===== config.mk =====
export PLATFORM = sky130hd
export DESIGN_NAME = vcr_key_buffer
export DESIGN_NICKNAME = d
export VERILOG_FILES = /design/src/rtl/vcr_key_buffer_pkg.sv /design/src/rtl/vcr_key_buffer_key_fifo.sv /design/src/rtl/vcr_key_buffer.sv
export SDC_FILE = /design/constraint.sdc
export NUM_CORES = 1
export LEC_CHECK = 0
export ABC_AREA = 1
export BUFFER_PORTS_ARGS = -buffer_cell sky130_fd_sc_hd__buf_2
export CAP_MARGIN = 20
export CORE_UTILIZATION = 45
export CTS_CLUSTER_SIZE = 14
export DETAILED_ROUTE_END_ITERATION = 10
export GPL_ROUTABILITY_DRIVEN = 0
export PLACE_DENSITY_LB_ADDON = 0.2
export SLEW_MARGIN = 20
export SYNTH_ARGS = -nofsm -noshare
export SYNTH_HDL_FRONTEND = slang
export SYNTH_HIERARCHICAL = 1
export SYNTH_SLANG_ARGS = --single-unit

===== constraint.sdc =====
create_clock -name clk_10KHz -period 3.1 [get_ports clk_10KHz]
set_input_delay 0.465 -clock clk_10KHz [delete_from_list [all_inputs] [get_ports clk_10KHz]]
set_output_delay 0.465 -clock clk_10KHz [all_outputs]
set_load 0.02 [all_outputs]

===== src/rtl/vcr_key_buffer_pkg.sv =====
// Shared types and key-code names for the VCR remote key path.
// The menu logic imports the same key constants, so they live here.
package vcr_pkg;

    localparam int KEY_W = 4;

    typedef enum logic [1:0] {
        F_EMPTY = 2'd0,
        F_HOLD  = 2'd1,
        F_ARMED = 2'd2
    } filt_state_t;

    localparam logic [KEY_W-1:0] KEY_0     = 4'h0;
    localparam logic [KEY_W-1:0] KEY_1     = 4'h1;
    localparam logic [KEY_W-1:0] KEY_2     = 4'h2;
    localparam logic [KEY_W-1:0] KEY_3     = 4'h3;
    localparam logic [KEY_W-1:0] KEY_4     = 4'h4;
    localparam logic [KEY_W-1:0] KEY_5     = 4'h5;
    localparam logic [KEY_W-1:0] KEY_6     = 4'h6;
    localparam logic [KEY_W-1:0] KEY_7     = 4'h7;
    localparam logic [KEY_W-1:0] KEY_8     = 4'h8;
    localparam logic [KEY_W-1:0] KEY_9     = 4'h9;
    localparam logic [KEY_W-1:0] KEY_ENTER = 4'hA;
    localparam logic [KEY_W-1:0] KEY_CLEAR = 4'hB;
    localparam logic [KEY_W-1:0] KEY_PLAY  = 4'hC;
    localparam logic [KEY_W-1:0] KEY_STOP  = 4'hD;
    localparam logic [KEY_W-1:0] KEY_FFWD  = 4'hE;
    localparam logic [KEY_W-1:0] KEY_REW   = 4'hF;

    function automatic logic isDigit(input logic [KEY_W-1:0] code);
        return code <= KEY_9;
    endfunction

endpackage


===== src/rtl/vcr_key_buffer_key_fifo.sv =====
// Small circular key queue: storage, wrapping pointers and occupancy.
// A push into a full queue only lands when a pop frees a slot the same cycle.
module key_fifo #(
    parameter int DEPTH = 4,
    parameter int KEY_W = 4
) (
    input  logic                     clk_10KHz,
    input  logic                     reset_n,
    input  logic                     push,
    input  logic [KEY_W-1:0]         pushData,
    input  logic                     pop,
    output logic [KEY_W-1:0]         headData,
    output logic                     full,
    output logic                     empty,
    output logic [$clog2(DEPTH):0]   count
);

    localparam int PW = $clog2(DEPTH);
    localparam int CW = PW + 1;

    logic [KEY_W-1:0] mem [DEPTH];
    logic [PW-1:0]    wrPtr;
    logic [PW-1:0]    rdPtr;
    logic             rdEn;
    logic             wrEn;

    assign empty = (count == '0);
    assign full  = (count == CW'(DEPTH));
    assign rdEn  = pop && !empty;
    assign wrEn  = push && (!full || rdEn);

    // Head is forced to zero when empty so a freshly reset queue reads 0.
    assign headData = empty ? '0 : mem[rdPtr];

    always_ff @(posedge clk_10KHz) begin
        if (wrEn) begin
            mem[wrPtr] <= pushData;
        end
    end

    always_ff @(posedge clk_10KHz or negedge reset_n) begin
        if (!reset_n) begin
            wrPtr <= '0;
            rdPtr <= '0;
            count <= '0;
        end else begin
            if (wrEn) begin
                wrPtr <= wrPtr + 1'b1;
            end
            if (rdEn) begin
                rdPtr <= rdPtr + 1'b1;
            end
            case ({wrEn, rdEn})
                2'b10:   count <= count + 1'b1;
                2'b01:   count <= count - 1'b1;
                default: count <= count;
            endcase
        end
    end

endmodule


===== src/rtl/vcr_key_buffer.sv =====
// Turns decoder output pulses into single key events, drops auto-repeats
// of a held button, and queues accepted keys for the menu logic.
module vcr_key_buffer
    import vcr_pkg::*;
#(
    parameter int DEPTH   = 4,
    parameter int HOLDOFF = 1500
) (
    input  logic                     clk_10KHz,
    input  logic                     reset_n,
    input  logic                     outputting,
    input  logic [KEY_W-1:0]         vcr_out,
    input  logic                     key_ready,
    input  logic                     ovf_clear,
    output logic                     key_valid,
    output logic [KEY_W-1:0]         key_code,
    output logic [$clog2(DEPTH):0]   key_count,
    output logic                     overflow
);

    localparam int HW = $clog2(HOLDOFF + 1);
    localparam logic [HW-1:0] HOLD_LAST = HW'(HOLDOFF - 1);
    localparam logic [HW-1:0] HOLD_SAT  = HW'(HOLDOFF);

    logic             outD;
    logic             keyEvent;
    filt_state_t      filtState;
    filt_state_t      filtNext;
    logic [KEY_W-1:0] lastCode;
    logic [HW-1:0]    holdCnt;
    logic             codeMatch;
    logic             holdExpired;
    logic             acceptKey;
    logic             keyPop;
    logic             fifoFull;
    logic             fifoEmpty;
    logic             lostPush;

    // An out_d of 0 after reset makes a level already high at release count as an edge.
    always_ff @(posedge clk_10KHz or negedge reset_n) begin
        if (!reset_n) begin
            outD <= 1'b0;
        end else begin
            outD <= outputting;
        end
    end

    assign keyEvent    = outputting && !outD;
    assign codeMatch   = (vcr_out == lastCode);
    assign holdExpired = (holdCnt >= HOLD_LAST);

    always_ff @(posedge clk_10KHz or negedge reset_n) begin
        if (!reset_n) begin
            filtState <= F_EMPTY;
        end else begin
            filtState <= filtNext;
        end
    end

    always_comb begin
        filtNext = filtState;
        case (filtState)
            F_EMPTY: begin
                if (keyEvent) begin
                    filtNext = F_HOLD;
                end
            end
            F_HOLD: begin
                if (!keyEvent && holdExpired) begin
                    filtNext = F_ARMED;
                end
            end
            F_ARMED: begin
                if (keyEvent) begin
                    filtNext = F_HOLD;
                end
            end
            default: filtNext = F_EMPTY;
        endcase
    end

    // A same-code event in the last hold cycle is already outside the window.
    always_comb begin
        acceptKey = 1'b0;
        case (filtState)
            F_EMPTY: acceptKey = keyEvent;
            F_HOLD:  acceptKey = keyEvent && (!codeMatch || holdExpired);
            F_ARMED: acceptKey = keyEvent;
            default: acceptKey = 1'b0;
        endcase
    end

    // Every event, dropped or accepted, restarts the hold-off window.
    always_ff @(posedge clk_10KHz or negedge reset_n) begin
        if (!reset_n) begin
            lastCode <= '0;
            holdCnt  <= '0;
        end else begin
            if (acceptKey) begin
                lastCode <= vcr_out;
            end
            if (keyEvent) begin
                holdCnt <= '0;
            end else if (filtState != F_EMPTY && holdCnt != HOLD_SAT) begin
                holdCnt <= holdCnt + 1'b1;
            end
        end
    end

    assign keyPop   = key_valid && key_ready;
    assign lostPush = acceptKey && fifoFull && !keyPop;

    always_ff @(posedge clk_10KHz or negedge reset_n) begin
        if (!reset_n) begin
            overflow <= 1'b0;
        end else if (lostPush) begin
            overflow <= 1'b1;
        end else if (ovf_clear) begin
            overflow <= 1'b0;
        end
    end

    key_fifo #(
        .DEPTH (DEPTH),
        .KEY_W (KEY_W)
    ) u_fifo (
        .clk_10KHz (clk_10KHz),
        .reset_n   (reset_n),
        .push      (acceptKey),
        .pushData  (vcr_out),
        .pop       (key_ready),
        .headData  (key_code),
        .full      (fifoFull),
        .empty     (fifoEmpty),
        .count     (key_count)
    );

    assign key_valid = !fifoEmpty;

endmodule


==> flow_summary.yaml <==
outcome:
  outcome: "completed"
routing:
  viasPerCell: 4.757
  wl_met1_mm: 1.979
  vias: 1722
  dr.pass1.iters: 4
  met2_length_mm: 1.945
  drc_errors: 0
  wire_per_inst_um: 11.28
  drtAntennaViolNets: 0
  drt_iter0_markers: 48
  routed_wl_mm: 4.085
  dr_wl_met3_um: 114
  highest_layer: "met4"
clock_network:
  holdBufCountCts: 0
  htreeDepth: 2
  clockBufferDepth: 2
  cts_setup_buffers: 0
  insertion_delay_ns: 0.29
  root_buffer: "clkbuf_8"
  clk_pin_slew_ns: 0.09
  cts_tree: "built"
  cts_sinks: 42
  cts_buffers: 5
  cts_resized: 0
die:
  coreArea_sq_um: 4786
  die_area_sq_um: 5298
  ioPinCount: 18
  num_rows: 25
  dieWidth_um: 72.79
  initial_core_util_pct: 47.11
  dieHeight_um: 72.79
setup_path:
  crit_slowest_cell: "dfrtp_1"
  path_max_fanout: 9
  arrival_ns: 2.77
  cpMostUsedCell: "inv_1"
  crit_family: "simple AND/OR/NAND/NOR gates"
  crit_path_end_kind: "flop"
  worstPathRequired_ns: 3.34
  slowest_delay_ns: 0.44
  cp_cell_sequence: "ha_1, inv_1, nor2_1, nand3_1, nand4_1, nand2_1, nand2_2, inv_1, nand3_1, fa_1, inv_1, nand4_1, nand3_1, nand2_1, inv_1"
  cp_num_buf_inv: 4
  path_class: "reg -> reg"
  r2r-start: "holdCnt[0]$_DFFE_PN0P_"
  cp-start-kind: "flop"
  worstSetupStartpoint: "holdCnt[0]$_DFFE_PN0P_"
min_path:
  hold_path.class: "in -> async"
sta:
  timing.setup.tns_ns: 0
  finClkSkew_ns: 0.007281
  fin_ws_ns: 0.5701
  rsz0062_at_grt: "no"
  relSlewSlack_pct: 60.81
  setup_viol: 0
  hold_violations: 0
  whs_ns: 0.1641
  clock.fmax_mhz: 395.3
  slew_viol_final: 0
  period_share_pct: 81.61
  period_minus_slack_ns: 2.530
  worst_slew_pin_slew_ns: 0.5878
grt:
  gr-usage-all-layers_pct: 18.08
  grt_max_degree: 27
  grt_pass1_wl_mm: 7.341
  overflow: 0
  grt_pass1_vias: 1650
  antenna_found_initial: 0
pwr:
  p_leak_nw: 1.189
  power.density_nw_per_um2: 753.9
  vdd_drop_max_v: 0.0003179
logic_synthesis:
  synth_compound_area_share_pct: 7.658
  synth-seq-cells: 42
  synthXorXnorAreaFrac_pct: 2.331
  synth_area_per_cell_sq_um: 8.289
  muxShareOfSynthArea_pct: 0
  synth-simple-area-share_pct: 28.02
  ys_seq_area_share_pct: 50.17
  ys_types: 26
  synthAdderAreaFrac_pct: 4.218
  synth_warnings: 6
  netlist_instances: 272
  syn_nets: 288
  netlist_area_sq_um: 2255
  synth_top_family_by_area: "simple AND/OR/NAND/NOR gates"
final_layout:
  antenna_cells: 0
  fill_cells: 471
  layout_commonest_cell: "nand2_1"
  synthToLayoutAreaGrowth_pct: 12.10
  final_cells: 362
  nNetsFinal: 310
  final_cell_mix: "nand2_1, inv_1, nor2_1, dfrtp_1, nand3_1"
  drive_gt1_share_pct: 13.56
flow_run:
  drv_cap: 0
place:
  post-place-cells: 354
  dp_hpwl_mm: 3.077
  portBuffers: 17
  dp_worst_setup_slack_ns: 0.5501
[routing by layer]
metal / GRT usage, % / up-vias
met5: 0 / -
met4: 5.882 / 0
met3: 3.729 / 4
met2: 29.70 / 26
met1: 23.99 / 780
li1: - / 912
[synth_stat cells]
library cell | count | share of area (%)
dfrtp_1 | 26 | 29
clkinv_4 | 1 | 0.39
nand2_4 | 1 | 0.50
nand3_2 | 1 | 0.44
fa_1 | 1 | 0.89
inv_1 | 41 | 6.8
buf_2 | 1 | 0.22
nand3_1 | 19 | 4.2
nor2_2 | 4 | 1.1
ha_1 | 6 | 3.3
nand4_1 | 5 | 1.4
nand2_2 | 5 | 1.4
o21ai_0 | 15 | 3.3
nand2_1 | 63 | 10
nand4_2 | 1 | 0.55
o21ai_4 | 2 | 1.4
xnor2_1 | 1 | 0.39
clkbuf_1 | 1 | 0.17
a21oi_1 | 6 | 1.3
xor2_1 | 5 | 1.9
nor2_1 | 37 | 6.2
o21ai_1 | 4 | 0.89
o21bai_1 | 1 | 0.33
edfxtp_1 | 16 | 21
nor3_1 | 8 | 1.8
a21boi_0 | 1 | 0.33
[logic make-up (layout without fill, tap and decap cells)]
family / Yosys count / count (layout)
simple gates: 144 / 144
buf+inv: 44 / 67
flops: 42 / 42
compound gates: 29 / 29
fa+ha+maj: 7 / 7
xor+xnor: 6 / 6
[worst paths after layout]
check | endpoint | slack [ns] | depth (start not counted)
min in group clk_10KHz | outD$_DFF_PN0_ | 0.29 | 1
worst max register to register | u_fifo/count[2]$_DFFE_PN0P_ | 0.57 | 15
max in group asynchronous | holdCnt[3]$_DFFE_PN0P_ | 2.54 | 1
worst min-delay path | u_fifo/rdPtr[1]$_DFFE_PN0N_ | 0.16 | 1
worst max-delay path | u_fifo/count[2]$_DFFE_PN0P_ | 0.57 | 15
worst min register to register | overflow$_DFFE_PN0P_ | 0.49 | 2
[registers in the layout, summed over array words and instances (netlist names)]
register	flops
u_fifo/mem	16
lastCode	4
u_fifo/rdPtr	2
u_fifo/count	3
overflow	1
filtState	2
holdCnt	11
u_fifo/wrPtr	2
outD	1
[area by class of cell]
class | instances | area (sq um) | share of cell area [%]
sequential | 42 | 1131 | 44.75
multi-input combinational | 186 | 952.2 | 37.67
inverter | 42 | 162.7 | 6.436
timing repair buffer | 17 | 85.08 | 3.366
tap | 67 | 83.83 | 3.317
clock buffer | 5 | 68.82 | 2.723
clock inverter | 3 | 43.79 | 1.733
[stage by stage]
| stage | utilization, % | power (mW) | cell area, sq um |
|---|---|---|---|
| detailed placement | 50.46 | 1.489 | 2415 |
| floorplan | - | 1.299 | 2255 |
| global placement | 50.46 | 1.471 | 2415 |
| global route | 52.81 | 2.066 | 2527 |
| CTS | 52.81 | 1.928 | 2527 |
| finish | 52.81 | 1.905 | 2527 |
[report_power, final]
group / switching [mW] / internal [mW]
registers: 0.103 / 0.688
logic: 0.445 / 0.235
clock network: 0.193 / 0.241
Note: power is estimated with default switching activity, not from simulation.
